--- src/rtl/i_line_fill_pkg.sv ---
// Shared definitions for the instruction-cache line-fill engine: FSM encoding,
// line geometry and the address slicing agreed with the cache.
package i_line_fill_pkg;

    typedef enum logic [1:0] {
        ST_IDLE = 2'd0,
        ST_REQ  = 2'd1,
        ST_DONE = 2'd2,
        ST_COOL = 2'd3
    } fill_state_e;

    localparam int LINE_WORDS  = 4;
    localparam int WORD_W      = 32;
    localparam int LINE_W      = LINE_WORDS * WORD_W;
    localparam int ADDR_W      = 32;
    localparam int CNT_W       = 2;

    // Cache address split: tag | block index | byte offset within line
    localparam int TAG_W       = 20;
    localparam int BLOCK_W     = 8;
    localparam int OFFSET_W    = 4;
    localparam int LINE_ADDR_W = ADDR_W - OFFSET_W;

    function automatic logic [ADDR_W-1:0] word_addr(input logic [LINE_ADDR_W-1:0] line,
                                                   input logic [CNT_W-1:0]       cnt);
        return {line, cnt, 2'b00};
    endfunction

endpackage

--- src/rtl/i_line_fill_if.sv ---
// Cache-side fill request/response plus the word-wide req/ack memory bus.
// slave = the fill engine, master = the cache and memory around it.
interface i_line_fill_if;
    import i_line_fill_pkg::*;

    logic                mem_r;
    logic [ADDR_W-1:0]   mem_addr;
    logic                mem_ready;
    logic [LINE_W-1:0]   mem_data;
    logic                fill_err;
    logic                busy;

    logic                bus_req;
    logic [ADDR_W-1:0]   bus_addr;
    logic                bus_ack;
    logic [WORD_W-1:0]   bus_rdata;

    modport slave (
        input  mem_r, mem_addr, bus_ack, bus_rdata,
        output mem_ready, mem_data, fill_err, busy, bus_req, bus_addr
    );

    modport master (
        output mem_r, mem_addr, bus_ack, bus_rdata,
        input  mem_ready, mem_data, fill_err, busy, bus_req, bus_addr
    );

endinterface

--- src/rtl/i_line_fill_timer.sv ---
// Per-word bus wait counter; expired flags the enabled cycle on which the count
// reaches TIMEOUT. Single cycle, no backpressure.
module i_line_fill_timer #(
    parameter int TIMEOUT = 255,
    parameter int TO_W    = 8
) (
    input  logic clk,
    input  logic rst,
    input  logic clr,
    input  logic en,
    output logic expired
);

    logic [TO_W-1:0] count;

    always_ff @(posedge clk or negedge rst) begin
        if (!rst) begin
            count <= '0;
        end else if (clr) begin
            count <= '0;
        end else if (en) begin
            count <= count + 1'b1;
        end
    end

    // Fires on the wait cycle that makes the count equal TIMEOUT, so the bus
    // request is held for exactly TIMEOUT unanswered cycles.
    assign expired = en && (count == TO_W'(TIMEOUT - 1));

endmodule

--- src/rtl/i_line_fill.sv ---
// Fetches a 4-word line over a req/ack bus and delivers it as one 128-bit beat.
// Latency 6 cycles with a zero-wait bus; each bus wait adds one; per-word timeout.
module i_line_fill
    import i_line_fill_pkg::*;
#(
    parameter int TIMEOUT = 255,
    parameter int TO_W    = 8
) (
    input  logic          clk,
    input  logic          rst,
    i_line_fill_if.slave  fill
);

    fill_state_e              state, state_nxt;
    logic [LINE_ADDR_W-1:0]   line_q, line_nxt;
    logic [CNT_W-1:0]         cnt_q, cnt_nxt;
    logic [LINE_W-1:0]        asm_q, asm_nxt;
    logic [LINE_W-1:0]        mem_data_q;
    logic                     fill_err_q;
    logic                     load_out;
    logic                     err_nxt;
    logic                     tmr_clr;
    logic                     tmr_en;
    logic                     tmr_expired;
    logic                     unused_addr_bits;

    assign unused_addr_bits = ^fill.mem_addr[OFFSET_W-1:0];

    i_line_fill_timer #(
        .TIMEOUT (TIMEOUT),
        .TO_W    (TO_W)
    ) u_fill_timer (
        .clk     (clk),
        .rst     (rst),
        .clr     (tmr_clr),
        .en      (tmr_en),
        .expired (tmr_expired)
    );

    always_comb begin
        state_nxt = state;
        line_nxt  = line_q;
        cnt_nxt   = cnt_q;
        asm_nxt   = asm_q;
        tmr_clr   = 1'b0;
        tmr_en    = 1'b0;
        load_out  = 1'b0;
        err_nxt   = 1'b0;

        unique case (state)
            ST_IDLE: begin
                if (fill.mem_r) begin
                    line_nxt  = fill.mem_addr[ADDR_W-1:OFFSET_W];
                    cnt_nxt   = '0;
                    asm_nxt   = '0;
                    tmr_clr   = 1'b1;
                    state_nxt = ST_REQ;
                end
            end
            ST_REQ: begin
                if (fill.bus_ack) begin
                    asm_nxt[{cnt_q, 5'b00000} +: WORD_W] = fill.bus_rdata;
                    tmr_clr = 1'b1;
                    if (cnt_q == CNT_W'(LINE_WORDS - 1)) begin
                        load_out  = 1'b1;
                        state_nxt = ST_DONE;
                    end else begin
                        cnt_nxt = cnt_q + 1'b1;
                    end
                end else begin
                    tmr_en = 1'b1;
                    if (tmr_expired) begin
                        // Unfilled slots stay zero from the clear at accept.
                        load_out  = 1'b1;
                        err_nxt   = 1'b1;
                        state_nxt = ST_DONE;
                    end
                end
            end
            ST_DONE: state_nxt = ST_COOL;
            // Lets the cache's registered view of mem_ready drop mem_r first.
            ST_COOL: state_nxt = ST_IDLE;
            default: state_nxt = ST_IDLE;
        endcase
    end

    always_ff @(posedge clk or negedge rst) begin
        if (!rst) begin
            state      <= ST_IDLE;
            line_q     <= '0;
            cnt_q      <= '0;
            asm_q      <= '0;
            mem_data_q <= '0;
            fill_err_q <= 1'b0;
        end else begin
            state  <= state_nxt;
            line_q <= line_nxt;
            cnt_q  <= cnt_nxt;
            asm_q  <= asm_nxt;
            // Output line only changes on entry to DONE, so it stays stable
            // while the next fill assembles in asm_q.
            if (load_out) begin
                mem_data_q <= asm_nxt;
                fill_err_q <= err_nxt;
            end
        end
    end

    assign fill.mem_ready = (state == ST_DONE);
    assign fill.mem_data  = mem_data_q;
    assign fill.fill_err  = fill_err_q;
    assign fill.busy      = (state != ST_IDLE);
    assign fill.bus_req   = (state == ST_REQ);
    assign fill.bus_addr  = (state == ST_REQ) ? word_addr(line_q, cnt_q) : '0;

endmodule

--- src/flat_wrapper.sv ---
// flat-port wrapper written by rule: the top's interface ports become plain ports
module i_line_fill_flat import i_line_fill_pkg::*;
#(
    parameter int TIMEOUT = 255,
    parameter int TO_W    = 8
)
  (clk, rst, fill_mem_r, fill_mem_addr, fill_bus_ack, fill_bus_rdata, fill_mem_ready, fill_mem_data, fill_fill_err, fill_busy, fill_bus_req, fill_bus_addr);
  i_line_fill_if fill_i ();
  input  logic clk;
  input  logic rst;
  input wire logic [$bits(fill_i.mem_r)-1:0] fill_mem_r;
  input wire logic [$bits(fill_i.mem_addr)-1:0] fill_mem_addr;
  input wire logic [$bits(fill_i.bus_ack)-1:0] fill_bus_ack;
  input wire logic [$bits(fill_i.bus_rdata)-1:0] fill_bus_rdata;
  output wire logic [$bits(fill_i.mem_ready)-1:0] fill_mem_ready;
  output wire logic [$bits(fill_i.mem_data)-1:0] fill_mem_data;
  output wire logic [$bits(fill_i.fill_err)-1:0] fill_fill_err;
  output wire logic [$bits(fill_i.busy)-1:0] fill_busy;
  output wire logic [$bits(fill_i.bus_req)-1:0] fill_bus_req;
  output wire logic [$bits(fill_i.bus_addr)-1:0] fill_bus_addr;
  assign fill_i.mem_r = fill_mem_r;
  assign fill_i.mem_addr = fill_mem_addr;
  assign fill_i.bus_ack = fill_bus_ack;
  assign fill_i.bus_rdata = fill_bus_rdata;
  assign fill_mem_ready = fill_i.mem_ready;
  assign fill_mem_data = fill_i.mem_data;
  assign fill_fill_err = fill_i.fill_err;
  assign fill_busy = fill_i.busy;
  assign fill_bus_req = fill_i.bus_req;
  assign fill_bus_addr = fill_i.bus_addr;
  i_line_fill #(.TIMEOUT(TIMEOUT), .TO_W(TO_W)) u_core (.clk(clk), .rst(rst), .fill(fill_i));
endmodule
--- config.mk ---
export PLATFORM = sky130hd
export DESIGN_NAME = i_line_fill_flat
export DESIGN_NICKNAME = d
export VERILOG_FILES = /design/src/rtl/i_line_fill_pkg.sv /design/src/rtl/i_line_fill_if.sv /design/src/rtl/i_line_fill_timer.sv /design/src/rtl/i_line_fill.sv /design/src/flat_wrapper.sv
export SDC_FILE = /design/constraint.sdc
export NUM_CORES = 1
export LEC_CHECK = 0
export CORE_ASPECT_RATIO = 1.75
export CORE_UTILIZATION = 50
export CTS_CLUSTER_DIAMETER = 40
export DETAILED_ROUTE_END_ITERATION = 7
export HOLD_SLACK_MARGIN = 0.02
export PLACE_DENSITY = 0.74
export SLEW_MARGIN = 20
export SYNTH_ARGS = -nofsm -noshare
export SYNTH_HDL_FRONTEND = slang
export SYNTH_SLANG_ARGS = --single-unit
--- constraint.sdc ---
create_clock -name clk -period 2.24 [get_ports clk]
set_input_delay 0.56 -clock clk [delete_from_list [all_inputs] [get_ports clk]]
set_output_delay 0.56 -clock clk [all_outputs]
set_load 0.02 [all_outputs]
* Yosys cells after proc, flatten, opt, wreduce, memory -nomap -nowiden
Index checks and enable logic that the tools add are counted.
** Cells by class
- Equality and inequality tests :: 10
- Add/subtract/negate cells :: 3
- Muxes and demuxes :: 27
- Shift operators :: 2
- Reductions and logical operators :: 8
** Operators with widths (count)
- 128-bit two-way mux :: 2
- 128-bit one-hot mux with 2 select lines :: 1
- 128-bit bitwise mux :: 1
- 32-bit by 9-bit variable shift with 128-bit output, first input constant :: 1
- 32-bit by 9-bit variable part select with 128-bit output :: 1
- 32-bit two-way mux :: 1
- 8-bit two-way mux :: 2
- 2-bit two-way mux :: 7
- 1-bit two-way mux :: 10
- 7-bit negation with 9-bit output :: 1
- 8-bit by 1-bit adder with 8-bit output, second input constant :: 1
- 8-bit equality test, second input constant :: 1
- 2-bit one-hot mux with 4 select lines :: 1
- 2-bit equality test, second input constant :: 3
- 2-bit != test, second input constant :: 3
- 3-bit by 2-bit != test with 1-bit output, second input constant :: 2
- 2-bit nonzero test :: 3
- 2-bit one-hot mux with 2 select lines :: 1
- 4-bit AND reduction :: 1
- 3-bit AND reduction :: 1
- 2-bit by 1-bit adder with 2-bit output, second input constant :: 1
- 2-bit by 1-bit equality test with 1-bit output, second input constant :: 1
- 2-bit zero test :: 1
- 1-bit one-hot mux with 2 select lines :: 1
- 2 further kinds :: 2
** Storage, ports and cells
- Output and inout bits :: 164
- Flip-flop bits (word level) :: 297
- Bits of input ports :: 68
- Logic and storage cells :: 57

* Longest topological paths before layout
- Depth in word-level cells :: 6
- Gate-level depth with buffers :: 8
- Gate-level depth less buffers :: 6

* By module
From an unflattened synthesis, not the netlist that was laid out.
** Unflattened totals
- Cell total of the unflattened synthesis :: 755
- Area total of the unflattened synthesis :: 11492.3 µm²
** By module, submodules not included
- i_line_fill :: cells each 714, instances 1, area each 11080.6 µm²
- i_line_fill_timer :: cells each 41, instances 1, area each 411.6 µm²

* Worst setup path after synthesis
Ideal clock, no wire load.
- Path type :: reg-to-output
- Start :: register u_core.state[1]
- End :: output fill_bus_addr[10]
- Path slack :: -0.058 ns
- Data arrival time :: 1.738 ns
- Stages on the path, launching flop included :: 7
- Buffers on the path :: 3
- Required time :: 1.680 ns
- Cells stage by stage :: dfrtp_1 inv_1 ha_1 buf_4 clkbuf_1 clkbuf_1 and2_1
** Between the ends
- Longest elaborated chain between the ends :: 2
** RTL lines
- start: declaration :: line i_line_fill.sv:14 : fill_state_e state, state_nxt;
- start signal: assignment :: line i_line_fill.sv:96 : state <= state_nxt;
- 2-bit by 1-bit equality test with 1-bit output
- via fill_bus_req :: line flat_wrapper.sv:19 : output wire logic [$bits(fill_i.bus_req)-1:0] fill_bus_req;
- 32-bit two-way mux :: line i_line_fill.sv:114 : assign fill.bus_addr = (state == ST_REQ) ? word_addr(line_q, cnt_q) : '0;
- end: declaration :: line flat_wrapper.sv:20 : output wire logic [$bits(fill_i.bus_addr)-1:0] fill_bus_addr;
The timed path passes the listed nets, and every way through them passes these cells.

* Worst setup path in the final report
- Start :: register u_core.state[0]
- End :: output fill_bus_addr[18]
** Between the ends
- Longest elaborated chain between the ends :: 2
** RTL lines (line)
- 2-bit by 1-bit equality test with 1-bit output :: i_line_fill.sv:114
- 32-bit two-way mux :: i_line_fill.sv:114
No other way between the ends.

==> summary.txt <==
Full die area: 24730 µm²
Leak pwr: 8.343 nW
Die height: 207.3 µm
Worst setup EP type: primary output
Drt wl/cell: 21.75 µm
# fillers: 1611
FFs w/ async S/R, synth: 100.0%
Post-Synth XOR/XNOR Area: 0%
Seq/Total Area, Yosys: 61.73%
#FFs+latches synth: 297
Syn-to-layout area delta: 39.77%
Global route overflow: 0
Final Hold Fails: 0
Synth cell types: 44
Tmin final: 2275 ps
Setup TNS Final: -594.0 ps
Share of synthesized area spent on multiplexers: 18.77%
Slew margin rel.: 55.29%
Simple-gate share of the synthesized area: 4.011%
Reg area: 7432 µm²
Worst Skew: 13.75 ps
Setup slack after layout: -35.31 ps
Largest net degree at the start of global routing: 71
Initial Util: 51.20%
DIE WIDTH: 119.3 µm
Pins Over Slew Limit: 0
Setup violators final: 28
Least-Margin Pin Slew: 669.1 ps
TritonRoute pass-1 iters: 4
I/O Pins: 232
Post-route ant nets: 0
DRC: 0
Vias per cell: 5.502
Post-synth EDFFs: 0
HPWL Detailed: 19.59 mm
Synth Area in Compound Gates: 10.96%
Avg Cell Area, Syn: 15.52 µm²
Vias: 7835
Arrival time at the worst endpoint: 1720 ps
Final Cell Area: 16830 µm²
GRT Overall Usage: 24.89%
Antenna violations before repair: 1
Post-Synth Adder-Cell Area: 1.143%
Peak Freq: 439.5 MHz
Cell count after synthesis: 776
PwrDens: 1029 nW/µm²
DR iter-0 viols: 367
Unrepaired setup endpoints after global routing: true
Area occupied by multi-input gates: 4369 µm²
Failing checks: setup timing
Tcrit/Tclk final: 101.6%
Longest Clk Path Bufs: 3
Clock root buffer: clkbuf_16
Crit Path Max Fanout: 5
Mapped Area: 12040 µm²
Final #Nets: 1174
Max-Cap Viols: 0
Outcome: finished, violations left
First-pass GRT wire length: 48.18 mm
Placed Area: 15290 µm²
Clock Latency Late Sink: 550 ps
Number of global-route vias before repair: 8488
Proportion of layout cells with a drive suffix above 1: 35.84%
Rows: 74
Port bufs: 225
Largest family of logic cells by synthesized area: multiplexers
Yosys warns: 0
Peak supply drop: 0.0007323 V
TritonCTS clock tree: built
Clock-pin slew on the worst setup and hold paths: 70 ps
TritonCTS Sinks: 297
Critical Path RT: 1680 ps
Worst setup SP type: register
Main synth FF type: dfrtp_1
Routed wire length: 30.98 mm
H-Tree Depth: 1
CORE AREA: 23520 µm²
Hold Path Class: register to register
Final Wtd Congestion: 0.8066
CTS buffer count: 30
Worst Setup Path Type: register to primary output
==> metrics by stage <==
stage / total power, mW / setup slack (ps) / std cells / util, % / hold slack (ps)
floorplan: 8.787 / 27.54 / 777 / - / 264.4
global placement: 10.98 / -370.6 / 1348 / 65.02 / 479.8
detailed placement: 11.09 / -494.2 / 1348 / 65.02 / 480.8
CTS: 16.69 / -143.2 / 1412 / 70.06 / 499.2
global route: 18.02 / -82.28 / 1424 / 71.56 / 511.4
finish: 17.32 / -35.31 / 1424 / 71.56 / 496.2
==> final timing paths <==
check / slack, ps / cells past startpoint / startpoint / end
setup / recovery: -40 / 5 / u_core.state[0] / fill_bus_addr[18]
hold / removal: 500 / 1 / u_core.asm_q[61] / u_core.asm_q[61]
setup reg to reg: 10 / 9 / u_core.state[0] / u_core.fill.mem_data[13]
hold reg to reg: 500 / 1 / u_core.asm_q[61] / u_core.asm_q[61]
max in group asynchronous: 1000 / 3 / rst / u_core.asm_q[114]
min in group asynchronous: 510 / 2 / rst / u_core.line_q[6]
==> cell usage after synthesis, drive strengths merged (2+ instances only) <==
cell | n | share of area (%)
a21o | 4 | 0.25
a21oi | 12 | 0.50
a22o | 126 | 9.2
a2bb2oi | 2 | 0.15
and2 | 29 | 1.5
buf | 25 | 2.2
clkbuf | 28 | 0.87
dfrtp | 297 | 62
ha | 11 | 1.1
inv | 9 | 0.28
mux2 | 158 | 19
mux2i | 3 | 0.25
nand2 | 18 | 0.56
nand2b | 4 | 0.27
nand3 | 8 | 0.33
nor2 | 9 | 0.28
nor2b | 4 | 0.21
nor3 | 4 | 0.17
nor4 | 2 | 0.16
o21a | 2 | 0.12
o21ai | 4 | 0.17
o2bb2ai | 2 | 0.15
or2b | 2 | 0.12
==> cell usage in the layout, fill, tap and decap left out, drive strengths merged, types with 4 or more instances in the layout <==
cell type	count
a21oi	12
and2	29
clkinv	5
inv	12
clkdlybuf4s50	191
clkinvlp	7
a21o	4
o21ai	4
nor2	10
nand2	18
dfrtp	297
nor2b	4
mux2	158
clkbuf	43
nand3	8
buf	141
nor3	4
nand2b	4
ha	11
a22o	126
==> sequential cells by signal, summed over array words and instances (netlist names) <==
register                   cells
u_core.asm_q                 128
u_core.u_fill_timer.count      8
u_core.cnt_q                   2
u_core.fill.fill_err           1
u_core.fill.mem_data         128
u_core.state                   2
u_core.line_q                 28
==> worst max-delay path: stages, from the launching register on <==
cell and delay, ps:
dfrtp_1 420, ha_4 200, buf_12 140, clkbuf_16 150, and2_4 140, buf_6 120
==> final cells by class <==
class | count | share of cell area, %
multi-input cells | 419 | 25.96
repair buffers | 338 | 21.09
well taps | 304 | 2.260
clock inverters | 18 | 1.242
inverters | 9 | 0.2007
flip-flops and latches | 297 | 44.16
clock buffers | 38 | 5.063
diodes | 1 | 0.01487
==> power by group <==
part | switching (mW) | internal (mW)
Clock | 2.18 | 3.07
Combinational | 2.82 | 2.88
Sequential | 0.361 | 6.01
Total | 5.36 | 12.0
==> metal layers <==
layer / wire length, µm / vias up / global-route usage [%]
li1: - / 3450 / -
met1: 11970 / 4117 / 30.54
met2: 16650 / 218 / 44.53
met3: 1490 / 50 / 3.929
met4: 862 / 0 / 7.802
met5: 0 / - / 0
==> timing repair <==
action                                 CTS  global route
resized for setup                      188            52
pin swaps                                1            27
setup endpoints to repair               87            84
setup buffers                            4             6
hold buffers                             1             0
endpoints found under the hold margin   47             0
cloned                                   3             5
==> kinds of logic (layout without fill, tap and decap cells) <==
group	count (synthesis)	count (layout)
fa+ha+maj	11	11
compound gates	158	158
other cells	1	3
simple gates	86	87
flops	297	297
mux	161	161
buf+inv	62	403
No activity file was read; power rests on OpenSTA's default activity.
